==> config.mk <==
export PLATFORM = sky130hd
export DESIGN_NAME = vga_sync_decoder
export DESIGN_NICKNAME = d
export VERILOG_FILES = /design/src/rtl/vga_sync_decoder.sv
export SDC_FILE = /design/constraint.sdc
export NUM_CORES = 1
export LEC_CHECK = 0
export BUFFER_PORTS_ARGS = -buffer_cell sky130_fd_sc_hd__buf_2
export CORE_MARGIN = 4
export CORE_UTILIZATION = 53
export CTS_CLUSTER_SIZE = 40
export DETAILED_ROUTE_END_ITERATION = 10
export PLACE_DENSITY_LB_ADDON = 0.12
export REMOVE_ABC_BUFFERS = 1
export SETUP_SLACK_MARGIN = 0.4
export SYNTH_ARGS = -nofsm -noshare
export SYNTH_HDL_FRONTEND = slang
export SYNTH_SLANG_ARGS = --single-unit
==> constraint.sdc <==
create_clock -name i_Clk -period 2.9 [get_ports i_Clk]
set_clock_uncertainty 0.1 [all_clocks]
set_input_delay 0.58 -clock i_Clk [delete_from_list [all_inputs] [get_ports i_Clk]]
set_output_delay 0.58 -clock i_Clk [all_outputs]
set_load 0.1 [all_outputs]
==> src/rtl/vga_sync_decoder.sv <==
// Recovers column/row counters from raw VGA HSync/VSync, checks the stream against
// the configured frame geometry and declares lock after LOCK_FRAMES clean frames.
//
// state  | meaning
// -------+--------------------------------------------------------------
// SEARCH | waiting for a VSync rise to align the counters; errors ignored
// VERIFY | aligned, counting clean frame boundaries toward lock
// LOCKED | stream matches the geometry; any violation drops back to SEARCH
module vga_sync_decoder #(
   parameter int TOTAL_COLS  = 800,
   parameter int TOTAL_ROWS  = 525,
   parameter int ACTIVE_COLS = 640,
   parameter int ACTIVE_ROWS = 480,
   parameter int LOCK_FRAMES = 2
) (
   input  logic       i_Clk,
   input  logic       i_Rst,
   input  logic       i_HSync,
   input  logic       i_VSync,
   output logic       o_HSync,
   output logic       o_VSync,
   output logic [9:0] o_Col_Count,
   output logic [9:0] o_Row_Count,
   output logic       o_Frame_Start,
   output logic       o_Locked,
   output logic       o_Error
);

   // The active sizes only shape the generator's sync pulses; here they just bound the geometry.
   if (TOTAL_COLS > 1024 || ACTIVE_COLS < 1 || ACTIVE_COLS >= TOTAL_COLS) begin : g_bad_cols
      $error("vga_sync_decoder: invalid column geometry");
   end
   if (TOTAL_ROWS > 1024 || ACTIVE_ROWS < 1 || ACTIVE_ROWS >= TOTAL_ROWS) begin : g_bad_rows
      $error("vga_sync_decoder: invalid row geometry");
   end
   if (LOCK_FRAMES < 1 || LOCK_FRAMES > 15) begin : g_bad_lock
      $error("vga_sync_decoder: LOCK_FRAMES out of range");
   end

   localparam logic [9:0] COL_LAST = 10'(TOTAL_COLS - 1);
   localparam logic [9:0] ROW_LAST = 10'(TOTAL_ROWS - 1);
   localparam logic [3:0] LOCK_CNT = 4'(LOCK_FRAMES);

   typedef enum logic [1:0] {
      SEARCH = 2'd0,
      VERIFY = 2'd1,
      LOCKED = 2'd2
   } state_t;

   state_t     state, state_nxt;
   logic [3:0] good_cnt, good_cnt_nxt;
   logic       r_h, r_v;
   logic [9:0] col, row, col_nxt, row_nxt, row_inc;
   logic       h_rise, v_rise, col_end, frame_end, h_err, v_err, err;

   assign h_rise    = i_HSync & ~r_h;
   assign v_rise    = i_VSync & ~r_v;
   assign col_end   = (col == COL_LAST);
   assign frame_end = col_end && (row == ROW_LAST);
   assign h_err     = h_rise ^ col_end;
   assign v_err     = v_rise ^ frame_end;
   assign err       = (h_err | v_err) && (state != SEARCH);

   // VSync rise wins over HSync rise so a legal coincident boundary lands on row 0.
   always_comb begin
      row_inc = (row == ROW_LAST) ? 10'd0 : row + 10'd1;
      col_nxt = col + 10'd1;
      row_nxt = row;
      if (v_rise) begin
         col_nxt = 10'd0;
         row_nxt = 10'd0;
      end else if (h_rise || col_end) begin
         col_nxt = 10'd0;
         row_nxt = row_inc;
      end
   end

   always_comb begin
      state_nxt    = state;
      good_cnt_nxt = good_cnt;
      case (state)
         SEARCH: begin
            if (v_rise) begin
               state_nxt    = VERIFY;
               good_cnt_nxt = 4'd0;
            end
         end
         VERIFY: begin
            if (err) begin
               state_nxt    = SEARCH;
               good_cnt_nxt = 4'd0;
            end else if (v_rise) begin
               good_cnt_nxt = good_cnt + 4'd1;
               if (good_cnt + 4'd1 == LOCK_CNT) state_nxt = LOCKED;
            end
         end
         LOCKED: begin
            if (err) begin
               state_nxt    = SEARCH;
               good_cnt_nxt = 4'd0;
            end
         end
         default: begin
            state_nxt    = SEARCH;
            good_cnt_nxt = 4'd0;
         end
      endcase
   end

   always_ff @(posedge i_Clk or posedge i_Rst) begin
      if (i_Rst) begin
         state         <= SEARCH;
         good_cnt      <= 4'd0;
         r_h           <= 1'b0;
         r_v           <= 1'b0;
         col           <= 10'd0;
         row           <= 10'd0;
         o_Frame_Start <= 1'b0;
         o_Error       <= 1'b0;
      end else begin
         state         <= state_nxt;
         good_cnt      <= good_cnt_nxt;
         r_h           <= i_HSync;
         r_v           <= i_VSync;
         col           <= col_nxt;
         row           <= row_nxt;
         o_Frame_Start <= v_rise;
         o_Error       <= err;
      end
   end

   assign o_HSync     = r_h;
   assign o_VSync     = r_v;
   assign o_Col_Count = col;
   assign o_Row_Count = row;
   assign o_Locked    = (state == LOCKED);

endmodule

======== Yosys cells after proc, flatten, opt, wreduce, memory -nomap -nowiden ========
Index checks and enable logic that the tools add are counted.
operators by class
  $add $sub $neg .......................... 3
  equality and inequality tests ........... 9
  mux-type cells .......................... 16
  bitwise gates (word level) .............. 7
  reductions and logical operators ........ 8
operator list
  kind                                                   count
  2-to-1 mux 10 bit                                      5
  adder 10 x 1 -> 10 bit, second input constant          2
  equality test 10 bit, second input constant            2
  2-to-1 mux 4 bit                                       4
  case mux 4 bit (3 select lines)                        1
  2-to-1 mux 2 bit                                       5
  inequality test 3 bit, second input constant           2
  case mux 2 bit (3 select lines)                        1
  adder 4 x 1 -> 4 bit, second input constant            1
  equality test 4 x 2 -> 1 bit, second input constant    1
  AND reduction 4 bit                                    1
  nonzero test 2 bit                                     2
  AND reduction 3 bit                                    1
  bitwise AND 1 bit                                      2
  equality test 2 x 1 -> 1 bit, second input constant    1
  equality test 2 bit, second input constant             1
  logical AND 1 bit                                      2
  logical NOT 2 bit                                      1
  inequality test 2 x 1 -> 1 bit, second input constant  1
  inequality test 2 bit, second input constant           1
  inverter 1 bit                                         2
  bitwise XOR 1 bit                                      2
  logical OR 1 bit                                       1
  OR 1 bit                                               1
storage, ports and cells
  bits in registers ....................... 30
  bits of input ports ..................... 4
  word-level logic and storage cells ...... 51

======== Logic depth before layout (Yosys ltp) ========
  word-level depth ........................ 7
  mapped depth ............................ 10

======== Worst setup path before layout ========
No wires, ideal clock.
  kind .................................... register to register
  start ................................... register col[0] (netlist: o_Col_Count[0])
  end ..................................... register good_cnt[2]
  arrival time ............................ 3.036 ns
  path slack .............................. -0.302 ns
  stages on the path, launching flop included .. 10
  clock period less this slack ............ 3.202 ns
  cell sequence ........................... dfrtp_1 > ha_1 > and4_1 > and4_1 > inv_1 > ha_1 > or3_1 > nor3_2 > and3b_1 > a221o_1
on the way
  word-level cells in the longest chain between the ends .. 7
  elaborated cells between the ends (all ways) .. 11
RTL lines
  element                                                                                         line  text
  from (decl)                                                                                     53    logic [9:0] col, row, col_nxt, row_nxt, row_inc;
  from (signal assigned)                                                                          125   col <= col_nxt;
  equality test 10 bit (*)                                                                        58    assign col_end = (col == COL_LAST);
  logical AND 1 bit                                                                               59    assign frame_end = col_end && (row == ROW_LAST);
  bitwise XOR 1 bit                                                                               61    assign v_err = v_rise ^ frame_end;
  OR 1 bit (*)                                                                                    62    assign err = (h_err | v_err) && (state != SEARCH);
  logical AND 1 bit (*)                                                                           62
  inequality test 3 bit (no source line), or another cell as far along                            n/a
  AND reduction 3 bit (no source line) / case mux 4 bit (3 select lines) (equally long branches)  n/a
  to (signal assigned)                                                                            122   good_cnt <= good_cnt_nxt;
  to (decl)                                                                                       51    logic [3:0] good_cnt, good_cnt_nxt;
Every way passes the cells marked *; elsewhere a longest branch is shown, timed or not.
A chain may end at the register's enable or synchronous reset.

======== Worst setup path in the final report ========
  start ................................... register col[1] (netlist: o_Col_Count[1])
  end ..................................... register good_cnt[2]
Same word-level chain as after synthesis.

==> impl_metrics.env <==
export IMPL_status="completed"
export IMPL_synth_most_common_cell="dfrtp_1"
export IMPL_syn_inst=168
export IMPL_critPathCaptureType="flip-flop"
export IMPL_finalHoldViolations=0
export IMPL_antenna_found_initial=0
export IMPL_r2r_start="o_Col_Count[1]"
export IMPL_post_dp_hpwl_mm=2.74
export IMPL_maxCapViolCount=0
export IMPL_path_delay_family="compound AO/OA/AOI/OAI gates"
export IMPL_ir_drop_mv=0.403
export IMPL_wl_per_cell_um=16.3
export IMPL_slew_violations=0
export IMPL_root_buffer="clkbuf_4"
export IMPL_ioPinCount=29
export IMPL_fin_tns_setup_ps=0
export IMPL_grt_pass1_wl_mm=6.82
export IMPL_place_area_um2=1780
export IMPL_cp_arrival_ps=2520
export IMPL_totalPowerFinal_mw=0.947
export IMPL_r2r_end="good_cnt[2]"
export IMPL_syn_to_final_growth_pct=19.1
export IMPL_period_needed_ps=2410
export IMPL_pre_cts_ws_ps=156
export IMPL_cts_tree="yes"
export IMPL_layout_nets=214
export IMPL_yosys_warnings=0
export IMPL_ys_types=40
export IMPL_dr_pass1_iters=4
export IMPL_die_y_um=62.9
export IMPL_dp_cells=227
export IMPL_cpMaxStageDelayCell="dfrtp_2"
export IMPL_clockBufferDepth=2
export IMPL_fill_cells=230
export IMPL_required_ps=3010
export IMPL_leakage_nw=0.909
export IMPL_synth_flop_cell="dfrtp_1"
export IMPL_fin_crit_sh=0.831
export IMPL_max_stage_delay_ps=420
export IMPL_drive_above_1_share=0.279
export IMPL_routed_via_density=6.20
export IMPL_grt_usage=0.217
export IMPL_reg2reg_depth=10
export IMPL_synthTopCellsByArea="dfrtp_1 (47%), o21ai_0 (5.3%), ha_1 (4.7%)"
export IMPL_first_global_vias=1435
export IMPL_syn_avg_cell_area_um2=9.50
export IMPL_synth_seq_cells=30
export IMPL_drc=0
export IMPL_ys_top_cells_by_count="dfrtp_1 (30), o21ai_0 (17), nand2_1 (15), nor2_1 (13), nand3_1 (12)"
export IMPL_h_tree_depth=2
export IMPL_yosysSeqAreaShare=0.471
export IMPL_cp_max_fo=5
export IMPL_synth_top_area_share=0.471
export IMPL_port_buffers=28
export IMPL_die_area_um2=3950
export IMPL_cts_sinks=30
export IMPL_cp_buffers_inverters=2
export IMPL_grt_overflow_total=0
export IMPL_path_clk_slew_ps=90
export IMPL_path_class="flip-flop to flip-flop"
export IMPL_routed_wl_mm=3.84
export IMPL_cts_inserted_buffers=5
export IMPL_die_w_um=62.9
export IMPL_fin_area_um2=1900
export IMPL_synthArstFlopShare=1.00
export IMPL_worst_slew_pin_slew_ps=619
export IMPL_synth_edf_count=0
export IMPL_timing_fmax_mhz=415
export IMPL_rsz0062_at_grt="yes"
export IMPL_utilization=0.678
export IMPL_powerDensity_nw_per_um2=498
export IMPL_seq_area_um2=756
export IMPL_core_area_um2=2810
export IMPL_insertion_delay_ps=330
export IMPL_initial_utilization=0.569
export IMPL_setup_ws_ps=490
export IMPL_finalSetupViolations=0
export IMPL_start_kind="flip-flop"
export IMPL_stdcell_count=235
export IMPL_diodes=0
export IMPL_drtIter0Drc=87
export IMPL_grt_max_degree=31
export IMPL_holdWs_ps=204
export IMPL_r2r_slack_ps=490
export IMPL_multi_input_area_um2=865
export IMPL_syn_area_um2=1600
export IMPL_globalplace_congestion=0.821
export IMPL_rows=19
export IMPL_slew_headroom=0.587
export IMPL_crit_chain="ha_4, and4_4, and4_4, inv_2, ha_4, inv_1, nand3_1, o32a_1, o21ai_2, a221o_1"
export IMPL_hp_class="input pin to async pin"
export IMPL_ant_nets=0
export IMPL_dr_total_vias=1457
export IMPL_netlist_top_cell_by_area="dfrtp_1"
cells by family (layout without fill, tap and decap cells):
kind of cell / after synthesis / count (layout) / share of synthesized area
muxes: 1 / 1 / 0.00706
adders and majority gates: 6 / 6 / 0.0471
buffers and inverters: 11 / 47 / 0.0259
DFF: 30 / 30 / 0.471
and+or+nand+nor: 72 / 72 / 0.246
xor gates and xnor gates: 7 / 7 / 0.0384
AOI/OAI and AO/OA: 41 / 41 / 0.165
per-layer routing:
layer | share of wire | GRT usage | vias up
met2 | 0.49 | 0.353 | 42
met1 | 0.43 | 0.270 | 712
li1 | - | - | 690
met3 | 0.047 | 0.0558 | 13
met5 | 0 | 0 | -
met4 | 0.030 | 0.0992 | 0
state kept, by name (all words and copies together), names as in the netlist:
register       count
o_Col_Count       10
o_Row_Count       10
good_cnt           4
state              2
o_Error            1
o_Frame_Start      1
o_HSync            1
o_VSync            1
placed cells by master (no fill, tap or decap), types with 2 or more instances in the layout:
master and count:
a31oi_1 5, and4_4 2, nand3_1 12, ha_4 2
and3b_1 2, a22o_1 2, dfrtp_2 4, clkbuf_4 5
xor2_1 5, clkbuf_1 2, xnor2_1 2, a21oi_1 4
nand2_1 15, nor3_1 2, buf_4 3, o31ai_1 4
o21ai_0 17, and3_1 3, buf_2 28, nor2_1 13
dfrtp_1 26, nor2b_1 3, nand4_1 4, ha_1 4
nor3_2 2, or3_1 2, nand2b_1 3, or3_4 2
inv_1 8
worst max-delay path by stage:
stage / cells past startpoint / slack (ps) / to / startpoint
6_report: 10 / 490 / good_cnt[2] / o_Col_Count[1]
2_1_floorplan: 9 / -300 / good_cnt[2] / o_Col_Count[0]
4_1_cts: 9 / 390 / good_cnt[2] / o_Col_Count[0]
3_3_place_gp: 9 / 310 / good_cnt[2] / o_Col_Count[0]
5_1_grt: 9 / 390 / good_cnt[2] / o_Col_Count[1]
3_5_place_dp: 9 / 160 / good_cnt[2] / o_Col_Count[0]
worst reg2reg max path: cells and delay by family (launching register included):
| kind | cells | cell delay (ps) |
|---|---|---|
| AO/OA/AOI/OAI | 3 | 630 |
| adder cells (fa/ha/maj) | 2 | 460 |
| buffers and inverters | 2 | 140 |
| flip-flops | 1 | 420 |
| AND/OR/NAND/NOR | 3 | 560 |
power breakdown:
group	switching, mW	internal, mW
Clock	0.143	0.0913
Combinational	0.194	0.0515
Sequential	0.0286	0.439
Total	0.365	0.582
timing repair:
item / 4_1_cts / 5_1_grt
endpoints found under the setup margin: 7 / 6
setup buffers: 1 / 0
hold buffers: 0 / 0
resized for setup: 8 / 8
endpoints found under the hold margin: 0 / 0
pin swaps: 1 / 2
area by class of cell:
| class | instances | share of cell area |
|---|---|---|
| timing repair buffer | 31 | 0.0856 |
| clock buffer | 7 | 0.0237 |
| multi-input combinational | 127 | 0.455 |
| inverter | 9 | 0.0178 |
| tap | 31 | 0.0204 |
| sequential | 30 | 0.398 |
No activity file was read; power rests on OpenSTA's default activity.
